$ cat config.mk
export PLATFORM = sky130hd
export DESIGN_NAME = dllp_tx_arbiter_flat
export DESIGN_NICKNAME = d
export VERILOG_FILES = /design/src/rtl/dllp_tx_arbiter_if.sv /design/src/rtl/dllp_tx_arbiter.sv /design/src/flat_wrapper.sv
export SDC_FILE = /design/constraint.sdc
export NUM_CORES = 1
export LEC_CHECK = 0
export ABC_CLOCK_PERIOD_IN_PS = 4700
export CORE_MARGIN = 8
export CORE_UTILIZATION = 26
export CTS_CLUSTER_DIAMETER = 200
export CTS_CLUSTER_SIZE = 24
export DETAILED_ROUTE_END_ITERATION = 8
export PLACE_DENSITY = 0.76
export SYNTH_ARGS = -nofsm -noshare
export SYNTH_HDL_FRONTEND = slang
export SYNTH_SLANG_ARGS = --single-unit
$ cat constraint.sdc
create_clock -name clk_i -period 4.7 [get_ports clk_i]
set_clock_uncertainty 0.1 [all_clocks]
set_input_delay 0.47 -clock clk_i [delete_from_list [all_inputs] [get_ports clk_i]]
set_output_delay 0.47 -clock clk_i [all_outputs]
set_load 0.01 [all_outputs]
$ cat src/rtl/dllp_tx_arbiter_if.sv
// rtl/dllp_tx_arbiter_if.sv - DLLP source streams and merged transmit stream bundle
interface dllp_tx_arbiter_if #(
  parameter int DATA_WIDTH = 32,
  parameter int KEEP_WIDTH = DATA_WIDTH/8,
  parameter int USER_WIDTH = 3,
  parameter int N_SRC      = 3
);
  logic [N_SRC*DATA_WIDTH-1:0] s_axis_tdata;
  logic [N_SRC*KEEP_WIDTH-1:0] s_axis_tkeep;
  logic [N_SRC*USER_WIDTH-1:0] s_axis_tuser;
  logic [N_SRC-1:0]            s_axis_tvalid;
  logic [N_SRC-1:0]            s_axis_tlast;
  logic [N_SRC-1:0]            s_axis_tready;
  logic [DATA_WIDTH-1:0]       m_axis_tdata;
  logic [KEEP_WIDTH-1:0]       m_axis_tkeep;
  logic [USER_WIDTH-1:0]       m_axis_tuser;
  logic                        m_axis_tvalid;
  logic                        m_axis_tlast;
  logic                        m_axis_tready;

  // master: DLLP producers plus framer (drive sources, accept merged stream)
  modport master (
    output s_axis_tdata, s_axis_tkeep, s_axis_tuser, s_axis_tvalid, s_axis_tlast,
    input  s_axis_tready,
    input  m_axis_tdata, m_axis_tkeep, m_axis_tuser, m_axis_tvalid, m_axis_tlast,
    output m_axis_tready
  );

  // slave: the arbiter that sinks the sources and sources the merged stream
  modport slave (
    input  s_axis_tdata, s_axis_tkeep, s_axis_tuser, s_axis_tvalid, s_axis_tlast,
    output s_axis_tready,
    output m_axis_tdata, m_axis_tkeep, m_axis_tuser, m_axis_tvalid, m_axis_tlast,
    input  m_axis_tready
  );
endinterface

$ cat src/rtl/dllp_tx_arbiter.sv
// rtl/dllp_tx_arbiter.sv - packet-atomic DLLP transmit arbiter with starvation guard
module dllp_tx_arbiter #(
  parameter int DATA_WIDTH   = 32,
  parameter int KEEP_WIDTH   = DATA_WIDTH/8,
  parameter int USER_WIDTH   = 3,
  parameter int N_SRC        = 3,
  parameter int STARVE_LIMIT = 4
) (
  input  logic             clk_i,
  input  logic             rst_i,
  input  logic             tx_hold_i,
  dllp_tx_arbiter_if.slave bus,
  output logic [N_SRC-1:0] grant_o,
  output logic [N_SRC-1:0] starved_o
);
  localparam int CW = $clog2(STARVE_LIMIT + 1);
  localparam logic [CW-1:0] LIMIT = CW'(STARVE_LIMIT);

  typedef enum logic {ST_IDLE, ST_BUSY} state_t;

  state_t           state_q, state_d;
  logic [N_SRC-1:0] grant_q, grant_d;
  logic [CW-1:0]    wait_q [N_SRC];
  logic [CW-1:0]    wait_d [N_SRC];

  logic [N_SRC-1:0] req;
  logic [N_SRC-1:0] cand;
  logic [N_SRC-1:0] pick;
  logic             last_hs;

  logic [DATA_WIDTH-1:0] m_tdata;
  logic [KEEP_WIDTH-1:0] m_tkeep;
  logic [USER_WIDTH-1:0] m_tuser;
  logic                  m_tvalid;
  logic                  m_tlast;
  logic [N_SRC-1:0]      s_tready;

  assign req = bus.s_axis_tvalid;

  // Starved flags come straight from the registered wait counters
  always_comb begin
    starved_o = '0;
    for (int i = 0; i < N_SRC; i++) begin
      starved_o[i] = (wait_q[i] >= LIMIT);
    end
  end

  // Starved requesters take precedence; within a class the lowest index wins
  always_comb begin
    cand = ((req & starved_o) != '0) ? (req & starved_o) : req;
    pick = '0;
    for (int i = N_SRC - 1; i >= 0; i--) begin
      if (cand[i]) begin
        pick    = '0;
        pick[i] = 1'b1;
      end
    end
  end

  // Forward the granted source; grant_q is all-zero when idle so outputs read 0
  always_comb begin
    m_tdata  = '0;
    m_tkeep  = '0;
    m_tuser  = '0;
    m_tvalid = 1'b0;
    m_tlast  = 1'b0;
    s_tready = '0;
    for (int i = 0; i < N_SRC; i++) begin
      if (grant_q[i]) begin
        m_tdata     = bus.s_axis_tdata[i*DATA_WIDTH +: DATA_WIDTH];
        m_tkeep     = bus.s_axis_tkeep[i*KEEP_WIDTH +: KEEP_WIDTH];
        m_tuser     = bus.s_axis_tuser[i*USER_WIDTH +: USER_WIDTH];
        m_tvalid    = bus.s_axis_tvalid[i];
        m_tlast     = bus.s_axis_tlast[i];
        s_tready[i] = bus.m_axis_tready;
      end
    end
  end

  assign last_hs = m_tvalid & bus.m_axis_tready & m_tlast;

  // Grant/release decisions and wait-counter bookkeeping at packet end
  always_comb begin
    state_d = state_q;
    grant_d = grant_q;
    wait_d  = wait_q;
    case (state_q)
      ST_IDLE: begin
        if (!tx_hold_i && (req != '0)) begin
          grant_d = pick;
          state_d = ST_BUSY;
        end
      end
      ST_BUSY: begin
        if (last_hs) begin
          grant_d = '0;
          state_d = ST_IDLE;
          for (int i = 0; i < N_SRC; i++) begin
            if (grant_q[i]) begin
              wait_d[i] = '0;
            end else if (req[i]) begin
              wait_d[i] = (wait_q[i] == LIMIT) ? wait_q[i] : wait_q[i] + CW'(1);
            end else begin
              wait_d[i] = '0;
            end
          end
        end
      end
      default: begin
        state_d = ST_IDLE;
        grant_d = '0;
      end
    endcase
  end

  // State, grant and counter registers; reset aborts any packet in flight
  always_ff @(posedge clk_i) begin
    if (rst_i) begin
      state_q <= ST_IDLE;
      grant_q <= '0;
      for (int i = 0; i < N_SRC; i++) begin
        wait_q[i] <= '0;
      end
    end else begin
      state_q <= state_d;
      grant_q <= grant_d;
      for (int i = 0; i < N_SRC; i++) begin
        wait_q[i] <= wait_d[i];
      end
    end
  end

  assign grant_o           = grant_q;
  assign bus.m_axis_tdata  = m_tdata;
  assign bus.m_axis_tkeep  = m_tkeep;
  assign bus.m_axis_tuser  = m_tuser;
  assign bus.m_axis_tvalid = m_tvalid;
  assign bus.m_axis_tlast  = m_tlast;
  assign bus.s_axis_tready = s_tready;
endmodule

$ cat src/flat_wrapper.sv
// flat-port wrapper written by rule: the top's interface ports become plain ports
module dllp_tx_arbiter_flat 
#(
  parameter int DATA_WIDTH   = 32,
  parameter int KEEP_WIDTH   = DATA_WIDTH/8,
  parameter int USER_WIDTH   = 3,
  parameter int N_SRC        = 3,
  parameter int STARVE_LIMIT = 4
)
  (clk_i, rst_i, tx_hold_i, grant_o, starved_o, bus_s_axis_tdata, bus_s_axis_tkeep, bus_s_axis_tuser, bus_s_axis_tvalid, bus_s_axis_tlast, bus_s_axis_tready, bus_m_axis_tdata, bus_m_axis_tkeep, bus_m_axis_tuser, bus_m_axis_tvalid, bus_m_axis_tlast, bus_m_axis_tready);
  dllp_tx_arbiter_if #(.DATA_WIDTH(DATA_WIDTH), .KEEP_WIDTH(KEEP_WIDTH), .USER_WIDTH(USER_WIDTH), .N_SRC(N_SRC)) bus_i ();
  input  logic clk_i;
  input  logic rst_i;
  input  logic tx_hold_i;
  output logic [N_SRC-1:0] grant_o;
  output logic [N_SRC-1:0] starved_o;
  input wire logic [$bits(bus_i.s_axis_tdata)-1:0] bus_s_axis_tdata;
  input wire logic [$bits(bus_i.s_axis_tkeep)-1:0] bus_s_axis_tkeep;
  input wire logic [$bits(bus_i.s_axis_tuser)-1:0] bus_s_axis_tuser;
  input wire logic [$bits(bus_i.s_axis_tvalid)-1:0] bus_s_axis_tvalid;
  input wire logic [$bits(bus_i.s_axis_tlast)-1:0] bus_s_axis_tlast;
  output wire logic [$bits(bus_i.s_axis_tready)-1:0] bus_s_axis_tready;
  output wire logic [$bits(bus_i.m_axis_tdata)-1:0] bus_m_axis_tdata;
  output wire logic [$bits(bus_i.m_axis_tkeep)-1:0] bus_m_axis_tkeep;
  output wire logic [$bits(bus_i.m_axis_tuser)-1:0] bus_m_axis_tuser;
  output wire logic [$bits(bus_i.m_axis_tvalid)-1:0] bus_m_axis_tvalid;
  output wire logic [$bits(bus_i.m_axis_tlast)-1:0] bus_m_axis_tlast;
  input wire logic [$bits(bus_i.m_axis_tready)-1:0] bus_m_axis_tready;
  assign bus_i.s_axis_tdata = bus_s_axis_tdata;
  assign bus_i.s_axis_tkeep = bus_s_axis_tkeep;
  assign bus_i.s_axis_tuser = bus_s_axis_tuser;
  assign bus_i.s_axis_tvalid = bus_s_axis_tvalid;
  assign bus_i.s_axis_tlast = bus_s_axis_tlast;
  assign bus_s_axis_tready = bus_i.s_axis_tready;
  assign bus_m_axis_tdata = bus_i.m_axis_tdata;
  assign bus_m_axis_tkeep = bus_i.m_axis_tkeep;
  assign bus_m_axis_tuser = bus_i.m_axis_tuser;
  assign bus_m_axis_tvalid = bus_i.m_axis_tvalid;
  assign bus_m_axis_tlast = bus_i.m_axis_tlast;
  assign bus_i.m_axis_tready = bus_m_axis_tready;
  dllp_tx_arbiter #(.DATA_WIDTH(DATA_WIDTH), .KEEP_WIDTH(KEEP_WIDTH), .USER_WIDTH(USER_WIDTH), .N_SRC(N_SRC), .STARVE_LIMIT(STARVE_LIMIT)) u_core (.clk_i(clk_i), .rst_i(rst_i), .tx_hold_i(tx_hold_i), .bus(bus_i), .grant_o(grant_o), .starved_o(starved_o));
endmodule
==> results.json <==
{
  "status": "completed",
  "r2r_cells": 4,
  "cts_resized": 0,
  "clkTransAtPathRegs_ps": 60,
  "final_common_cell": "clkdlybuf4s50_1",
  "initial_core_util_pct": 26.2,
  "async_flop_share_pct": 0,
  "drc": 0,
  "hpwl_mm": 6.98,
  "max_stage_delay_ps": 920,
  "die-area_sq_um": 9040,
  "grt_pass1_vias": 2226,
  "rsz0062_at_grt": "false",
  "slew_headroom_pct": 32.1,
  "ff2ff_setup_slack_ps": 2110,
  "cts_tree": "yes",
  "finish.net_count": 535,
  "fin_crit_sh_pct": 71.0,
  "hold_class": "reg -> reg",
  "avgSynthCellArea_sq_um": 6.61,
  "dpl_worst_slack_ps": 1610,
  "cts_sinks": 13,
  "ant_nets": 0,
  "fp-row-count": 29,
  "cp-start-kind": "flop",
  "cp_num_buf_inv": 1,
  "htreeDepth": 1,
  "yosys.cell_types.count": 36,
  "die_y_microns": 95.1,
  "antenna_cells": 0,
  "place_congestion": 0.897,
  "clock_latency_ps": 240,
  "wire_per_inst_microns": 18.2,
  "drive_gt1_share_pct": 2.99,
  "clockBufferDepth": 2,
  "syn_nets": 379,
  "ys.flop_type": "dfxtp_1",
  "fin_crit_ps": 3340,
  "hold_violations": 0,
  "crit_family": "simple AND/OR/NAND/NOR gates",
  "ff_latch_area_sq_um": 263,
  "grt.overflow.total": 0,
  "drv_slew": 0,
  "synth_edf_count": 0,
  "multiInputGateArea_sq_um": 1230,
  "antenna_found_initial": 0,
  "max_freq_mhz": 300,
  "cp_data_required_time_ps": 4130,
  "path_class": "reg -> out",
  "critical_path_depth": 4,
  "syn_area_sq_um": 1630,
  "path_cells": "nor2b_4 > a22oi_1 > o21ai_0 > clkdlybuf4s50_1",
  "ys_seq_elements": 13,
  "post_cts_buffers": 0,
  "holdPathStages": 2,
  "tns_ps": 0,
  "track_usage_pct": 16.6,
  "drt_iter0_drc": 92,
  "ir_drop_uv": 149,
  "yosys_warnings": 0,
  "grt_max_degree": 67,
  "die_w_microns": 95.1,
  "slowest_stage": "nor2b_4",
  "synth_top_cell_by_area": "a22oi_1",
  "ios": 177,
  "p_per_area_nw_per_um2": 133,
  "n_fill_cell": 581,
  "dr.pass1.iters": 7,
  "seq_area_frac_synth_pct": 16.0,
  "core-area_sq_um": 6200,
  "syn-instance-count": 246,
  "setup_viol": 0,
  "grt_pass1_wl_mm": 12.1,
  "hold_buffers": 0,
  "cts-root-buf": "clkbuf_8",
  "cts_buffers": 3,
  "max_slew.worst_pin.slew_ps": 1020,
  "p_leak_nw": 1.14,
  "crit_arrival_ps": 2770,
  "routed_wl_mm": 8.71,
  "worstPathMaxFanout": 48,
  "drv_cap": 0,
  "vias": 2439,
  "area_growth_pct": 112,
  "numPortBuffers": 176,
  "via_per_inst": 5.10,
  "yosysTopAreaCellShare_pct": 18.9,
  "finalWorstSetupSlack_ps": 1360,
  "layout_common_cells": "clkdlybuf4s50_1, nand2_1, a22oi_1, o21ai_0, dfxtp_1",
  "worst_setup_path_end_kind": "primary output",
  "yosys-top-cells-area": "a22oi_1, dfxtp_1, o21ai_0",
  "fin_total_pwr_uw": 456
}
[worst paths after layout]
kind,start,endpoint
setup / recovery,u_core.grant_o[1],bus_m_axis_tuser[1]
hold / removal,u_core.wait_q[1],u_core.wait_q[1]
setup reg to reg,u_core.grant_o[1],u_core.wait_q[7]
hold reg to reg,u_core.wait_q[1],u_core.wait_q[1]
[through the flow]
step / instance area [sq um] / cells / utilization (%) / hold WS [ps]
2_1_floorplan: 1630 / 246 / - / 380
3_3_place_gp: 3400 / 474 / 54.7 / 396
3_5_place_dp: 3400 / 474 / 54.7 / 422
4_1_cts: 3440 / 478 / 55.5 / 431
5_1_grt: 3440 / 478 / 55.5 / 448
6_report: 3440 / 478 / 55.5 / 425
[sequential cells by signal, summed over array words and instances (netlist names)]
signal and count:
u_core.wait_q 9, u_core.state_q 1, u_core.grant_o 3
[cell usage after synthesis (4+ instances only)]
library cell  instances
inv_1                 8
clkbuf_1             19
a22oi_1              41
o32ai_1               6
ha_1                  6
nor2_1                4
buf_2                 6
a21oi_1               6
nand3b_1              4
nand3_1               5
o21ai_0              41
dfxtp_1              13
nand2_1              46
[worst register-to-register path, delay by kind of cell, from the launching register on]
| kind | cells | cell delay (ps) |
|---|---|---|
| flops | 1 | 610 |
| simple gates | 2 | 1380 |
| compound gates | 2 | 350 |
[cells by family after synthesis]
family / Yosys count / share of synthesized area, %
and+or+nand+nor: 82 / 24.8
DFF: 13 / 16.0
buffers and inverters: 35 / 8.54
AOI/OAI and AO/OA: 109 / 45.4
adders and majority gates: 6 / 4.62
muxes: 1 / 0.616
[cell type report]
type | count | area share [%]
flip-flops and latches | 13 | 7.64
multi-input cells | 198 | 35.9
well taps | 77 | 2.80
clock buffers | 4 | 1.31
inverters | 9 | 0.982
repair buffers | 177 | 51.4
[routing by layer]
layer  share of wire, %  vias to the layer above  track usage (%)
met5                  0                        -                0
met1                 42                     1087             21.1
met4               0.11                        0             1.17
met2                 50                      114             28.9
met3                8.8                        2             3.54
li1                   -                     1236                -
[where the power goes]
group,switching [mW],internal (mW),total (mW)
combinational,0.0787,0.155,0.234
sequential,0.00834,0.112,0.121
clock,0.0421,0.0599,0.102
No activity file was read; power rests on OpenSTA's default activity.
==> variant: new RTL, same settings <==
Reset style: asynchronous (`rst_i`), changed in one clocked block.
--- a/src/rtl/dllp_tx_arbiter.sv
+++ b/src/rtl/dllp_tx_arbiter.sv
@@ -115,5 +115,5 @@
 
   // State, grant and counter registers; reset aborts any packet in flight
-  always_ff @(posedge clk_i) begin
+  always_ff @(posedge clk_i or posedge rst_i) begin
     if (rst_i) begin
       state_q <= ST_IDLE;
Function: differs if rst_i is asserted again (counterexample within 4 cycles, from zero or initial values and one cycle with rst_i high); with rst_i held inactive, the same outputs for 10 cycles.
==> variant against the original RTL <==
First-iteration DRC count fell by 14%. Non-clock buffer count rose by 2. Synthesized area is 3.3% higher. Die area rose by 2.7%. Count of clock-buffer cells in the layout unchanged. Worst setup slack better by 0.27 ns. Sequential cell count is the same. Final area up 0.84%. Wire length grew 5.8%.
Power is left out: it rests on default switching activity, and per cell area and clock period it moved more than threefold.
==> variant: results (changes against the original RTL) <==
| Metric | Value |
|---|---|
| Hold Path Stages | `1 (was 2)` |
| Fin nets | `531 (was 535)` |
| Gpl congestion | `0.845 (was 0.897)` |
| Met3 Wirelength | `948 um (was 765 um)` |
| Placed inst area | `3420 um^2 (was 3400 um^2)` |
| Top FF cell, synth | `dfrtp_1 (was dfxtp_1)` |
| Syn Area/Cell | `6.97 um^2 (was 6.61 um^2)` |
| First DRT Iteration DRCs | `79 (was 92)` |
| Largest stage delay, worst path | `0.67 ns (was 0.92 ns)` |
| Adder-cell share of the synthesized area | `4.47% (was 4.62%)` |
| GR Util met2 | `30.9% (was 28.9%)` |
| Async SR Flop Fraction | `100% (was 0%)` |
| Worst r2r src | `u_core.grant_o[2] (was u_core.grant_o[1])` |
| DRT Pass-1 Iters | `5 (was 7)` |
| Data arrival, critical path | `2.50 ns (was 2.77 ns)` |
| Initial antenna violation count | `0 (unchanged)` |
| Clock root buffer master | `clkbuf_8 (unchanged)` |
| Crit-path max FO | `72 (was 48)` |
| First-pass GRT wire length | `12.6 mm (was 12.1 mm)` |
| Reg2reg setup slack | `2.25 ns (was 2.11 ns)` |
| Total GRT Usage | `17.4% (was 16.6%)` |
| Hpwl dp | `7.48 mm (was 6.98 mm)` |
| Vias | `2434 (was 2439)` |
| Worst hold path type | `reg2reg (unchanged)` |
| Min Hold Slack | `0.420 ns (was 0.425 ns)` |
| Fin cells | `474 (was 478)` |
| Min-delay src | `u_core.wait_q[7] (was u_core.wait_q[1])` |
| Met1 WL | `3.50 mm (was 3.62 mm)` |
| Netlist cell types | `37 (was 36)` |
| Avg WL per Cell | `19.5 um (was 18.2 um)` |
| RR Endpoint | `u_core.wait_q[7] (unchanged)` |
| Status | `finished, final reports clean (unchanged)` |
| Cell count of the worst reg-to-reg path | `5 (was 4)` |
| DR WL met2 | `4.69 mm (was 4.32 mm)` |
| Pin count of the biggest net entering global routing | `73 (was 67)` |
| Share of layout cells above drive strength 1 | `3.02% (was 2.99%)` |
| Met1 usage | `20.8% (was 21.1%)` |
| Pre-CTS setup slack | `1.89 ns (was 1.61 ns)` |
| Synth Net Count | `374 (was 379)` |
| Seq/Total Area, Yosys | `19.4% (was 16.0%)` |
| M3 GR Usage | `4.60% (was 3.54%)` |
| Most area-consuming cells after synthesis | `dfrtp_1, a22oi_1, o21ai_0 (was a22oi_1, dfxtp_1, o21ai_0)` |
| Worst Hold End | `u_core.wait_q[7] (was u_core.wait_q[1])` |
| Vias in the first global route | `2292 (was 2226)` |
-- variant: cell types whose count changed after synthesis, sizes merged, moves of 4 or more --
| cell | change |
|---|---|
| buf | +7 |
| dfrtp | +13 |
| dfxtp | -13 |
| o32ai | -6 |
| clkbuf | -6 |
| a21oi | +4 |
| nand4 | +5 |
-- variant: worst max-delay path by stage --
stage | start | slack, ns | end
2_1_floorplan | u_core.grant_o[0] | 2.76 | bus_m_axis_tdata[0]
3_3_place_gp | bus_s_axis_tlast[0] | 1.90 | bus_m_axis_tlast
3_5_place_dp | bus_s_axis_tlast[0] | 1.89 | bus_m_axis_tlast
4_1_cts | u_core.grant_o[2] | 1.64 | bus_m_axis_tlast
5_1_grt | u_core.grant_o[2] | 1.50 | bus_m_axis_tlast
6_report | u_core.grant_o[2] | 1.63 | bus_m_axis_tlast
-- variant: cell type report --
type / count / share of cell area, %
inverter: 10 / 1.08
multi-input combinational: 191 / 34.0
timing repair buffer: 179 / 51.4
clock buffer: 4 / 1.30
sequential: 13 / 9.41
tap: 77 / 2.78
